`config.mk`:
```
export PLATFORM = sky130hd
export DESIGN_NAME = bus_dma_flat
export DESIGN_NICKNAME = d
export VERILOG_FILES = /design/src/rtl/bus_pkg.sv /design/src/rtl/bus_dma_if.sv /design/src/rtl/bus_dma.sv /design/src/flat_wrapper.sv
export SDC_FILE = /design/constraint.sdc
export NUM_CORES = 1
export LEC_CHECK = 0
export BUFFER_PORTS_ARGS = -buffer_cell sky130_fd_sc_hd__clkbuf_2
export CAP_MARGIN = 20
export CORE_MARGIN = 3
export CORE_UTILIZATION = 50
export CTS_BUF_LIST = sky130_fd_sc_hd__clkbuf_8
export DETAILED_ROUTE_END_ITERATION = 7
export GPL_ROUTABILITY_DRIVEN = 0
export PLACE_DENSITY = 0.77
export SYNTH_ARGS = -nofsm -noshare
export SYNTH_HDL_FRONTEND = slang
export SYNTH_SLANG_ARGS = --single-unit
```
`constraint.sdc`:
```
create_clock -name clock -period 2.1 [get_ports clock]
set_input_delay 0.105 -clock clock [delete_from_list [all_inputs] [get_ports clock]]
set_output_delay 0.105 -clock clock [all_outputs]
set_load 0.01 [all_outputs]
```
`src/rtl/bus_pkg.sv`:
```
// Shared memory-bus types: word address, data word and byte write mask.
package bus_pkg;

    typedef logic [29:0] addr_t;
    typedef logic [31:0] data_t;
    typedef logic [3:0]  mask_t;

    localparam mask_t MASK_WORD = 4'b1111;

endpackage

```
`src/rtl/bus_dma_if.sv`:
```
// Word-addressed memory bus between an initiator and the shared responder/arbiter.
interface bus_dma_if;
    import bus_pkg::*;

    logic  bus_req;
    logic  bus_grant;
    addr_t bus_addr;
    data_t bus_data_r;
    data_t bus_data_w;
    mask_t bus_mask_w;

    modport master (
        output bus_req, bus_addr, bus_data_w, bus_mask_w,
        input  bus_grant, bus_data_r
    );

    modport slave (
        input  bus_req, bus_addr, bus_data_w, bus_mask_w,
        output bus_grant, bus_data_r
    );

endinterface

```
`src/rtl/bus_dma.sv`:
```
// DMA engine: block copy (src -> dst) or masked constant fill, advancing only on granted cycles.
module bus_dma
    import bus_pkg::*;
#(
    parameter int unsigned LEN_W = 16
) (
    input  logic             clock,
    input  logic             reset,
    input  logic             start,
    input  logic             mode,
    input  addr_t            src_addr,
    input  addr_t            dst_addr,
    input  logic [LEN_W-1:0] length,
    input  data_t            fill_data,
    input  mask_t            fill_mask,
    output logic             busy,
    output logic             done,
    bus_dma_if.master        bus
);

    typedef enum logic [1:0] {SIdle, SRead, SWrite, SDone} dma_state_t;

    dma_state_t       state_q, state_d;
    logic             mode_q, mode_d;
    addr_t            src_q, src_d;
    addr_t            dst_q, dst_d;
    logic [LEN_W-1:0] cnt_q, cnt_d;
    data_t            fill_data_q, fill_data_d;
    mask_t            fill_mask_q, fill_mask_d;
    logic             rd_pend_q, rd_pend_d;
    data_t            buf_q, buf_d;

    always_ff @(posedge clock) begin
        if (reset) begin
            state_q     <= SIdle;
            mode_q      <= 1'b0;
            src_q       <= '0;
            dst_q       <= '0;
            cnt_q       <= '0;
            fill_data_q <= '0;
            fill_mask_q <= '0;
            rd_pend_q   <= 1'b0;
            buf_q       <= '0;
        end else begin
            state_q     <= state_d;
            mode_q      <= mode_d;
            src_q       <= src_d;
            dst_q       <= dst_d;
            cnt_q       <= cnt_d;
            fill_data_q <= fill_data_d;
            fill_mask_q <= fill_mask_d;
            rd_pend_q   <= rd_pend_d;
            buf_q       <= buf_d;
        end
    end

    always_comb begin
        state_d     = state_q;
        mode_d      = mode_q;
        src_d       = src_q;
        dst_d       = dst_q;
        cnt_d       = cnt_q;
        fill_data_d = fill_data_q;
        fill_mask_d = fill_mask_q;
        rd_pend_d   = 1'b0;
        // Read data is only valid the cycle after a granted read; hold it across grant stalls.
        buf_d       = rd_pend_q ? bus.bus_data_r : buf_q;

        busy           = 1'b0;
        done           = 1'b0;
        bus.bus_req    = 1'b0;
        bus.bus_addr   = '0;
        bus.bus_data_w = '0;
        bus.bus_mask_w = '0;

        case (state_q)
            SIdle: begin
                if (start) begin
                    mode_d      = mode;
                    src_d       = src_addr;
                    dst_d       = dst_addr;
                    cnt_d       = length;
                    fill_data_d = fill_data;
                    fill_mask_d = fill_mask;
                    if (length == '0) begin
                        state_d = SDone;
                    end else if (mode) begin
                        state_d = SWrite;
                    end else begin
                        state_d = SRead;
                    end
                end
            end
            SRead: begin
                busy         = 1'b1;
                bus.bus_req  = 1'b1;
                bus.bus_addr = src_q;
                if (bus.bus_grant) begin
                    src_d     = src_q + 30'd1;
                    rd_pend_d = 1'b1;
                    state_d   = SWrite;
                end
            end
            SWrite: begin
                busy           = 1'b1;
                bus.bus_req    = 1'b1;
                bus.bus_addr   = dst_q;
                bus.bus_data_w = mode_q ? fill_data_q : (rd_pend_q ? bus.bus_data_r : buf_q);
                if (bus.bus_grant) begin
                    bus.bus_mask_w = mode_q ? fill_mask_q : MASK_WORD;
                    dst_d          = dst_q + 30'd1;
                    cnt_d          = cnt_q - LEN_W'(1);
                    if (cnt_q == LEN_W'(1)) begin
                        state_d = SDone;
                    end else if (!mode_q) begin
                        state_d = SRead;
                    end
                end
            end
            SDone: begin
                busy    = 1'b1;
                done    = 1'b1;
                state_d = SIdle;
            end
            default: state_d = SIdle;
        endcase
    end

endmodule
```
`src/flat_wrapper.sv`:
```
// flat-port wrapper written by rule: the top's interface ports become plain ports
module bus_dma_flat import bus_pkg::*;
#(
    parameter int unsigned LEN_W = 16
)
  (clock, reset, start, mode, src_addr, dst_addr, length, fill_data, fill_mask, busy, done, bus_bus_req, bus_bus_addr, bus_bus_data_w, bus_bus_mask_w, bus_bus_grant, bus_bus_data_r);
  bus_dma_if bus_i ();
  input  logic clock;
  input  logic reset;
  input  logic start;
  input  logic mode;
  input  addr_t src_addr;
  input  addr_t dst_addr;
  input  logic [LEN_W-1:0] length;
  input  data_t fill_data;
  input  mask_t fill_mask;
  output logic busy;
  output logic done;
  output wire logic [$bits(bus_i.bus_req)-1:0] bus_bus_req;
  output wire logic [$bits(bus_i.bus_addr)-1:0] bus_bus_addr;
  output wire logic [$bits(bus_i.bus_data_w)-1:0] bus_bus_data_w;
  output wire logic [$bits(bus_i.bus_mask_w)-1:0] bus_bus_mask_w;
  input wire logic [$bits(bus_i.bus_grant)-1:0] bus_bus_grant;
  input wire logic [$bits(bus_i.bus_data_r)-1:0] bus_bus_data_r;
  assign bus_bus_req = bus_i.bus_req;
  assign bus_bus_addr = bus_i.bus_addr;
  assign bus_bus_data_w = bus_i.bus_data_w;
  assign bus_bus_mask_w = bus_i.bus_mask_w;
  assign bus_i.bus_grant = bus_bus_grant;
  assign bus_i.bus_data_r = bus_bus_data_r;
  bus_dma #(.LEN_W(LEN_W)) u_core (.clock(clock), .reset(reset), .start(start), .mode(mode), .src_addr(src_addr), .dst_addr(dst_addr), .length(length), .fill_data(fill_data), .fill_mask(fill_mask), .busy(busy), .done(done), .bus(bus_i));
endmodule
```
Word level (Yosys, flattened, before mapping)
Index checks and enable logic that the tools add are counted.
{"block": "classes", "eq_ne": 8, "bitwise": 1, "mux": 28, "n_reduce_logical": 11, "n_addsub": 3}
{"op": "30-bit one-hot mux with 2 select lines", "count": 3}
{"op": "30-bit 2-to-1 mux", "count": 4}
{"op": "32-bit 2-to-1 mux", "count": 3}
{"op": "30-bit by 1-bit adder with 30-bit output (second input constant)", "count": 2}
{"op": "16-bit 2-to-1 mux", "count": 2}
{"op": "16-bit one-hot mux with 2 select lines", "count": 1}
{"op": "16-bit by 1-bit == test with 1-bit output (second input constant)", "count": 1}
{"op": "16-bit zero test", "count": 1}
{"op": "16-bit by 1-bit subtractor with 16-bit output (second input constant)", "count": 1}
{"op": "2-bit 2-to-1 mux", "count": 7}
{"op": "4-bit 2-to-1 mux", "count": 3}
{"op": "2-bit one-hot mux with 4 select lines", "count": 1}
{"op": "2-bit != test (second input constant)", "count": 3}
{"op": "3-bit AND reduction", "count": 2}
{"op": "2-bit == test (second input constant)", "count": 2}
{"op": "1-bit 2-to-1 mux", "count": 4}
{"op": "4-bit AND reduction", "count": 1}
{"op": "2-bit nonzero test", "count": 2}
{"op": "2-bit OR reduction", "count": 2}
{"op": "3-bit != test (second input constant)", "count": 1}
{"op": "3-bit OR reduction", "count": 1}
{"op": "2-bit by 1-bit == test with 1-bit output (second input constant)", "count": 1}
{"op": "2-bit zero test", "count": 1}
{"op": "2-bit AND reduction", "count": 1}
{"op": "1-bit NOT", "count": 1}
{"block": "totals", "elab_cells": 60, "regBits": 148, "out_inout_bits": 69, "input_bits": 149}

Longest topological paths before layout
Gate-level depths: netlist (run 1).
{"block": "logic_depth", "depth_word": 4, "ltp_mapped": 10, "ltp_nobuf": 7}

Least setup slack after synthesis (run 1)
No wires, ideal clock.
{"block": "synth_timing", "path_type": "reg-to-reg", "start": "reg u_core.src_q[0]", "end": "reg u_core.src_q[16]", "slack_ns": -0.188, "setup_time_ns": 0.060, "path_buffers": 1, "stages_incl_launch_ff": 8, "synth_period_minus_slack_ns": 2.288, "t_arrival_ns": 2.228, "required_time_ns": 2.040, "cell_sequence": "dfxtp_1 -> ha_1 -> nand3_1 -> or4_2 -> clkbuf_1 -> or2_2 -> o31ai_1 -> a32o_1"}
{"block": "synth_via", "elab_chain_len": 3}
{"element": "start: declaration", "line_no": "bus_dma.sv:25", "source": "addr_t src_q, src_d;"}
{"element": "start signal: assignment", "line_no": "bus_dma.sv:47", "source": "src_q <= src_d;"}
{"element": "30-bit by 1-bit adder with 30-bit output", "line_no": "bus_dma.sv:99", "source": "src_d = src_q + 30'd1;"}
{"element": "30-bit 2-to-1 mux", "line_no": "bus_dma.sv:98", "source": "if (bus.bus_grant) begin"}
{"element": "30-bit one-hot mux with 2 select lines", "line_no": "bus_dma.sv:76", "source": "case (state_q)"}
No other way between the ends. The select of a mux whose other input is x is not followed.
A chain may end at the register's enable or synchronous reset.

Worst setup path after layout (run 1)
{"block": "layout_timing", "start": "reg u_core.src_q[9]", "end": "reg u_core.src_q[29]"}
Same word-level chain as after synthesis.

==> flow_metrics.env, run 1 <==
export IMPL_fin_crit_ns=2.07
export IMPL_drt_vias_per_instance=5.95
export IMPL_drive_above_1_share=0.259
export IMPL_coreArea_sq_mm=0.0161
export IMPL_h_tree_depth=4
export IMPL_arrival_ns=2.47
export IMPL_startpoint_type="register"
export IMPL_clk_pin_slew_ns=0.09
export IMPL_drc_errors=0
export IMPL_synthToLayoutAreaGrowth_pct=40.8
export IMPL_portBuffers=217
export IMPL_r2r_slack_ns=0.03
export IMPL_wl_per_cell_um=17.5
export IMPL_dpl_instance_area_sq_mm=0.0101
export IMPL_syn_area_sq_mm=0.00832
export IMPL_clk_latency_ns=0.47
export IMPL_synthCells=1133
export IMPL_synth_edff_count=0
export IMPL_die_area_sq_mm=0.0182
export IMPL_antenna_found_initial=1
export IMPL_ys_warnings_count=0
export IMPL_fin_total_pwr_uw=12500
export IMPL_finalNonFillerCells=1706
export IMPL_vdd_drop_max_mv=0.551
export IMPL_ys_seq_area_frac=0.356
export IMPL_skew_ns=0.0126
export IMPL_cts_buffer_depth=2
export IMPL_critPathRequiredTime_ns=2.50
export IMPL_nFillCells=1220
export IMPL_grt_pass1_vias=9450
export IMPL_ys_async_sr_fraction=0
export IMPL_rsz0062_at_grt="true"
export IMPL_dieWidth_um=135
export IMPL_die_h_um=135
export IMPL_syn_area_per_cell_sq_um=7.34
export IMPL_drv_cap=0
export IMPL_cts_tree="done"
export IMPL_rows=46
export IMPL_leakage_uw=0.00469
export IMPL_tns_ns=0
export IMPL_synthDistinctLibCells=64
export IMPL_setup_viol=0
export IMPL_ant_nets=0
export IMPL_finalHoldViolCount=0
export IMPL_fin_crit_sh=0.986
export IMPL_gr_total_overflow=0
export IMPL_nets=1635
export IMPL_track_usage=0.313
export IMPL_finalInstanceArea_sq_mm=0.0117
export IMPL_hold_path_class="input port to register"
export IMPL_fmax_mhz=483
export IMPL_io_pins=218
export IMPL_cts_sinks=148
export IMPL_cp_max_fo=6
export IMPL_initial_core_util=0.518
export IMPL_num_vias=10100
export IMPL_grt_max_degree=76
export IMPL_slew_headroom=0.599
export IMPL_wl_mm=29.9
export IMPL_tightest_slew_ns=0.596
export IMPL_drt_iter0_drc=1051
export IMPL_status="complete, no violations"
export IMPL_finalMaxSlewViolations=0
export IMPL_dpl_hpwl_mm=19.1
export IMPL_grt_pass1_wl_mm=46.5
export IMPL_end_kind="register"
export IMPL_cts_root_buf="clkbuf_8"
export IMPL_dpl_cell_count=1562
export IMPL_synth_fp_nets=1291
export IMPL_crit_type="register to register"
export IMPL_power_per_cell_area_mw_per_mm2=1070
export IMPL_cts_buffers=17
export IMPL_first_pass_iters=6
export IMPL_synthFlopType="dfxtp_1"
export IMPL_ys_seq_elements=148
## report_power, final
| part | internal (uW) | leakage, uW | switching [uW] |
|---|---|---|---|
| sequential | 3630 | 0.00122 | 770 |
| clock | 916 | 0.000168 | 1140 |
| combinational | 2620 | 0.00330 | 3430 |
## per-stage QoR
stage	util	setup WS (ns)	hold slack, ns
2_1_floorplan	-	-0.0221	0.241
3_3_place_gp	0.628	-0.0512	0.330
3_5_place_dp	0.628	-0.0597	0.336
4_1_cts	0.721	0.00831	0.00183
5_1_grt	0.729	-0.0449	0.0179
6_report	0.729	0.0295	0.0244
## final cells by class
type | instances | area [sq um] | share of cell area
Clock buffer | 17 | 234 | 0.0200
Multi-Input combinational cell | 864 | 5000 | 0.427
Inverter | 33 | 128 | 0.0109
Tap cell | 216 | 270 | 0.0231
Sequential cell | 148 | 2980 | 0.254
Timing Repair Buffer | 413 | 2970 | 0.254
Antenna cell | 1 | 2.50 | 0.000214
Clock inverter | 14 | 119 | 0.0102
## state kept, by name (all words and copies together) (netlist names)
| signal | cells |
|---|---|
| u_core.rd_pend_q | 1 |
| u_core.src_q | 30 |
| u_core.fill_mask_q | 4 |
| u_core.dst_q | 30 |
| u_core.buf_q | 32 |
| u_core.state_q | 2 |
| u_core.cnt_q | 16 |
| u_core.mode_q | 1 |
| u_core.fill_data_q | 32 |
## cell usage in the layout, fill, tap and decap left out, types with 6 or more instances in the layout
| master | count |
|---|---|
| nand4_1 | 18 |
| a31oi_1 | 16 |
| mux2i_1 | 38 |
| o21ai_0 | 42 |
| buf_4 | 76 |
| and4_1 | 7 |
| o32ai_1 | 11 |
| nor2b_1 | 33 |
| a211oi_1 | 16 |
| or3_1 | 9 |
| nand3_1 | 21 |
| buf_12 | 9 |
| a311oi_1 | 7 |
| a22oi_1 | 27 |
| nor4_1 | 19 |
| and2_1 | 9 |
| nor2_1 | 143 |
| clkbuf_8 | 17 |
| clkbuf_2 | 216 |
| o22ai_1 | 9 |
| dlygate4sd3_1 | 109 |
| or4_1 | 7 |
| inv_1 | 30 |
| or2_2 | 6 |
| nor3_1 | 23 |
| dfxtp_2 | 10 |
| a21o_1 | 10 |
| dfxtp_1 | 137 |
| and3_1 | 12 |
| a21oi_1 | 131 |
| clkinvlp_4 | 7 |
| nand2_1 | 154 |
## cells by family (layout without fill, tap and decap cells)
logic type,Yosys count,in the layout,synth area share
compound gates,329,329,0.251
fa+ha+maj,9,9,0.0135
buf+inv,121,477,0.0549
flops,148,148,0.356
mux,41,41,0.0498
other cells,0,1,0
simple gates,485,485,0.274
## what timing repair did
| item | CTS | global route |
|---|---|---|
| resized for setup | 16 | 21 |
| hold buffers | 109 | 0 |
| pin swaps | 1 | 2 |
| setup buffers | 0 | 2 |
| endpoints found under the hold margin | 115 | 0 |
| cloned | 0 | 1 |
| setup endpoints to repair | 34 | 44 |
## worst paths after layout
kind,start,to,cells past startpoint
max,u_core.src_q[9]$_SDFFE_PP0P_,u_core.src_q[29]$_SDFFE_PP0P_,5
min,dst_addr[17],u_core.dst_q[17]$_SDFFE_PP0P_,4
min reg2reg,u_core.fill_data_q[3]$_SDFFE_PP0P_,u_core.fill_data_q[3]$_SDFFE_PP0P_,2
max reg2reg,u_core.src_q[9]$_SDFFE_PP0P_,u_core.src_q[29]$_SDFFE_PP0P_,5
## per-layer routing
metal  global-route usage  vias up  routed length (um)
li1                     -     4774                   -
met5                    0        -                   0
met1                0.409     4676               12000
met4                0.149        0                1020
met3               0.0730       98                2960
met2                0.490      601               13900
## critical path: stages (launching register included)
cell	delay, ns
dfxtp_2	0.34
nand3_2	0.09
or4_4	0.53
or4_4	0.47
or4_4	0.42
a31oi_1	0.16
## Yosys cell counts (10+ instances only)
cell type	number	share of area
nor3_1	26	0.016
dfxtp_1	148	0.36
nand2_1	157	0.071
nand3_1	22	0.013
nand4_1	18	0.014
nor4_1	20	0.015
mux2i_1	38	0.046
o32ai_1	11	0.012
a21o_1	10	0.0090
o21ai_0	42	0.025
a22oi_1	27	0.024
or3_1	10	0.0075
a211oi_1	16	0.014
a31oi_1	16	0.012
nor2_1	143	0.065
and3_1	12	0.0090
clkbuf_1	70	0.032
a21oi_1	132	0.079
buf_1	16	0.0072
inv_1	31	0.014
nor2b_1	33	0.025
(Power assumes the default switching activity.)
==> run 2, diff against run 1 <==
--- a/config.mk
+++ b/config.mk
@@ -10,9 +10,11 @@
 export CORE_MARGIN = 3
 export CORE_UTILIZATION = 50
 export CTS_BUF_LIST = sky130_fd_sc_hd__clkbuf_8
+export CTS_CLUSTER_SIZE = 10
 export DETAILED_ROUTE_END_ITERATION = 7
 export GPL_ROUTABILITY_DRIVEN = 0
 export PLACE_DENSITY = 0.77
+export SETUP_SLACK_MARGIN = 0.2
 export SYNTH_ARGS = -nofsm -noshare
 export SYNTH_HDL_FRONTEND = slang
 export SYNTH_SLANG_ARGS = --single-unit
==> constraint.sdc (replaced) <==
create_clock -name clock -period 1.7 [get_ports clock]
set_input_delay 0.085 -clock clock [delete_from_list [all_inputs] [get_ports clock]]
set_output_delay 0.085 -clock clock [all_outputs]
set_load 0.01 [all_outputs]
==> flow_metrics.env, run 2 <==
export IMPL_status="stopped before the end"
export IMPL_lastStage="global routing (5_1_grt)"
export IMPL_tool_error="[ERROR DPL-0038] Utilization greater than 100%, impossible to legalize"
export IMPL_ys_async_sr_fraction=0
export IMPL_yosys_top_cells_count="157 x nand2_1, 148 x dfxtp_1, 143 x nor2_1"
export IMPL_dieWidth_um=135
export IMPL_initial_core_util=0.518
export IMPL_synthCells=1133
export IMPL_dpl_hpwl_mm=20.9
export IMPL_place_ws_ns=-0.452
export IMPL_cts_sinks=148
export IMPL_synthDistinctLibCells=64
export IMPL_syn_area_sq_mm=0.00832
export IMPL_die_h_um=135
export IMPL_synth_fp_nets=1291
export IMPL_synth_area_leaders="dfxtp_1 36%, a21oi_1 7.9%, nand2_1 7.1%"
export IMPL_endpoint_type="sequential cell input"
export IMPL_synth_top_area_cell="dfxtp_1"
export IMPL_ys_seq_area_frac=0.356
export IMPL_synth_most_common_cell="nand2_1"
export IMPL_h_tree_depth=4
export IMPL_rows=46
export IMPL_grt_max_degree=93
export IMPL_io_pins=218
export IMPL_cts_buffer_depth=2
export IMPL_syn_area_per_cell_sq_um=7.34
export IMPL_portBuffers=217
export IMPL_synth_top_cell_area_share=0.356
export IMPL_cts_buffers=17
export IMPL_ys_seq_elements=148
export IMPL_dpl_cell_count=1638
export IMPL_worstEndpointGrtRepair="u_core.src_q[29]$_SDFFE_PP0P_/D"
export IMPL_synth_edff_count=0
export IMPL_cts_root_buf="clkbuf_8"
export IMPL_synthFlopType="dfxtp_1"
export IMPL_ys_warnings_count=0
run 2: cell counts after synthesis:
Identical to the previous run, type by type.
run 2: cell families after synthesis:
| group | share of synthesized area |
|---|---|
| adder cells (fa/ha/maj) | 0.0135 |
| AO/OA/AOI/OAI | 0.251 |
| multiplexers | 0.0498 |
| buffers and inverters | 0.0549 |
| AND/OR/NAND/NOR | 0.274 |
| flip-flops | 0.356 |
run 2: repair_timing:
item | in CTS
resized for setup | 159
setup endpoints to repair | 146
hold endpoints to repair | 115
cloned | 16
pin swaps | 43
hold buffers | 113
setup buffers | 28
run 2: metrics by stage:
step                      area, sq um  TNS [ns]
after CTS                       13900    -22.23
after detailed placement        11000    -14.23
after global placement          11000     -9.91
after floorplan                  8860     -5.22
==> run 3, diff against run 2 <==
--- a/config.mk
+++ b/config.mk
@@ -8,13 +8,10 @@
 export BUFFER_PORTS_ARGS = -buffer_cell sky130_fd_sc_hd__clkbuf_2
 export CAP_MARGIN = 20
 export CORE_MARGIN = 3
-export CORE_UTILIZATION = 50
-export CTS_BUF_LIST = sky130_fd_sc_hd__clkbuf_8
-export CTS_CLUSTER_SIZE = 10
+export CORE_UTILIZATION = 40
 export DETAILED_ROUTE_END_ITERATION = 7
 export GPL_ROUTABILITY_DRIVEN = 0
-export PLACE_DENSITY = 0.77
-export SETUP_SLACK_MARGIN = 0.2
+export PLACE_DENSITY_LB_ADDON = 0.15
 export SYNTH_ARGS = -nofsm -noshare
 export SYNTH_HDL_FRONTEND = slang
 export SYNTH_SLANG_ARGS = --single-unit
==> constraint.sdc (replaced) <==
create_clock -name clock -period 2.2 [get_ports clock]
set_input_delay 0.11 -clock clock [delete_from_list [all_inputs] [get_ports clock]]
set_output_delay 0.11 -clock clock [all_outputs]
set_load 0.01 [all_outputs]
==> flow_metrics.env, run 3 (synthesized netlist as in run 1, its figures left out) <==
export IMPL_tightest_slew_ns=0.701
export IMPL_clk_pin_slew_ns=0.07
export IMPL_cts_buffers=17
export IMPL_num_vias=9654
export IMPL_power_per_cell_area_mw_per_mm2=1090
export IMPL_nets=1604
export IMPL_antenna_found_initial=0
export IMPL_portBuffers=217
export IMPL_wl_per_cell_um=17.3
export IMPL_grt_max_degree=135
export IMPL_cts_root_buf="clkbuf_16"
export IMPL_nFillCells=1887
export IMPL_grt_pass1_vias=9192
export IMPL_drv_cap=0
export IMPL_die_area_sq_mm=0.0226
export IMPL_fmax_mhz=467
export IMPL_finalNonFillerCells=1729
export IMPL_crit_type="register to register"
export IMPL_io_pins=218
export IMPL_coreArea_sq_mm=0.0203
export IMPL_grt_pass1_wl_mm=46.7
export IMPL_drt_vias_per_instance=5.58
export IMPL_finalMaxSlewViolations=0
export IMPL_drc_errors=0
export IMPL_n_antenna_cell=0
export IMPL_top_regs="u_core.buf_q x32, u_core.fill_data_q x32"
export IMPL_initial_core_util=0.410
export IMPL_first_pass_iters=5
export IMPL_wl_mm=29.9
export IMPL_place_ws_ns=-0.0218
export IMPL_track_usage=0.258
export IMPL_clk_latency_ns=0.43
export IMPL_gr_total_overflow=0
export IMPL_cts_tree="done"
export IMPL_seqCellArea_sq_mm=0.00298
export IMPL_cts_sinks=148
export IMPL_end_kind="register"
export IMPL_multiInputGateArea_sq_mm=0.00498
export IMPL_final_cell_mix="216 x clkbuf_2, 157 x nand2_1, 143 x nor2_1, 140 x dfxtp_1, 132 x a21oi_1"
export IMPL_dpl_instance_area_sq_mm=0.0101
export IMPL_finalInstanceArea_sq_mm=0.0117
export IMPL_vdd_drop_max_mv=0.578
export IMPL_setup_slack_ns=0.0603
export IMPL_cts_buffer_depth=2
export IMPL_layout_commonest_cell="clkbuf_2"
export IMPL_ant_nets=0
export IMPL_h_tree_depth=4
export IMPL_dieWidth_um=150
export IMPL_postLayoutCoreUtil=0.576
export IMPL_startpoint_type="register"
export IMPL_fin_crit_ns=2.14
export IMPL_setup_viol=0
export IMPL_tns_ns=0
export IMPL_drive_above_1_share=0.251
export IMPL_leakage_uw=0.00468
export IMPL_slew_headroom=0.533
export IMPL_synthToLayoutAreaGrowth_pct=40.5
export IMPL_r2r_slack_ns=0.06
export IMPL_cp_max_fo=8
export IMPL_arrival_ns=2.43
export IMPL_die_h_um=150
export IMPL_finalHoldViolCount=0
export IMPL_status="complete, no violations"
export IMPL_hold_path_class="input port to register"
export IMPL_drt_iter0_drc=696
export IMPL_fin_crit_sh=0.973
export IMPL_dpl_hpwl_mm=20.2
export IMPL_dpl_cell_count=1604
export IMPL_skew_ns=0.0152
export IMPL_rows=52
export IMPL_critPathRequiredTime_ns=2.49
[run 3: repair_timing]
| item | in CTS | in global routing |
|---|---|---|
| hold buffers | 89 | 0 |
| pin swaps | 4 | 5 |
| buffers inserted | 2 | 2 |
| hold endpoints to repair | 89 | 0 |
| endpoints found under the setup margin | 6 | 22 |
| gates resized for setup | 9 | 20 |
[run 3: metal layers]
| metal | vias up | track usage | wire length [um] |
|---|---|---|---|
| li1 | 4699 | - | - |
| met1 | 4501 | 0.327 | 12800 |
| met2 | 406 | 0.428 | 14100 |
| met3 | 48 | 0.0626 | 2270 |
| met4 | 0 | 0.0919 | 765 |
| met5 | - | 0 | 0 |
[run 3: through the flow]
step                      power [uW]  hold WS (ns)
after CTS                      12700      0.000561
after detailed placement        9460         0.339
after global placement          9420         0.334
final                          12800       0.00859
after global routing           13600        0.0242
after floorplan                 7340         0.246
[run 3: area by class of cell]
class / instances / area share
Multi-Input combinational cell: 864 / 0.426
Sequential cell: 148 / 0.255
Timing Repair Buffer: 382 / 0.227
Clock buffer: 17 / 0.0364
Tap cell: 270 / 0.0289
Clock inverter: 15 / 0.0162
Inverter: 33 / 0.0106
[run 3: worst paths after layout]
check                                startpoint  cells after the start                                  to
max reg2reg        u_core.src_q[0]$_SDFFE_PP0P_                      7       u_core.src_q[12]$_SDFFE_PP0P_
max                u_core.src_q[0]$_SDFFE_PP0P_                      7       u_core.src_q[12]$_SDFFE_PP0P_
min                                dst_addr[14]                      3       u_core.dst_q[14]$_SDFFE_PP0P_
min reg2reg  u_core.fill_mask_q[0]$_SDFFE_PP0P_                      2  u_core.fill_mask_q[0]$_SDFFE_PP0P_
[run 3: worst max-delay path: stages, from the launching register on]
cell and delay (ns):
dfxtp_4 0.38, ha_2 0.19, nand3_1 0.10, or4_4 0.61, buf_4 0.18, or2_2 0.28, a21oi_1 0.17, o32ai_1 0.09
[run 3: power breakdown]
group | internal (uW) | total (uW) | switching, uW | leakage [uW]
Combinational | 2340 | 5470 | 3130 | 0.00316
Sequential | 3460 | 4290 | 821 | 0.00122
Clock | 1640 | 3030 | 1390 | 0.000301
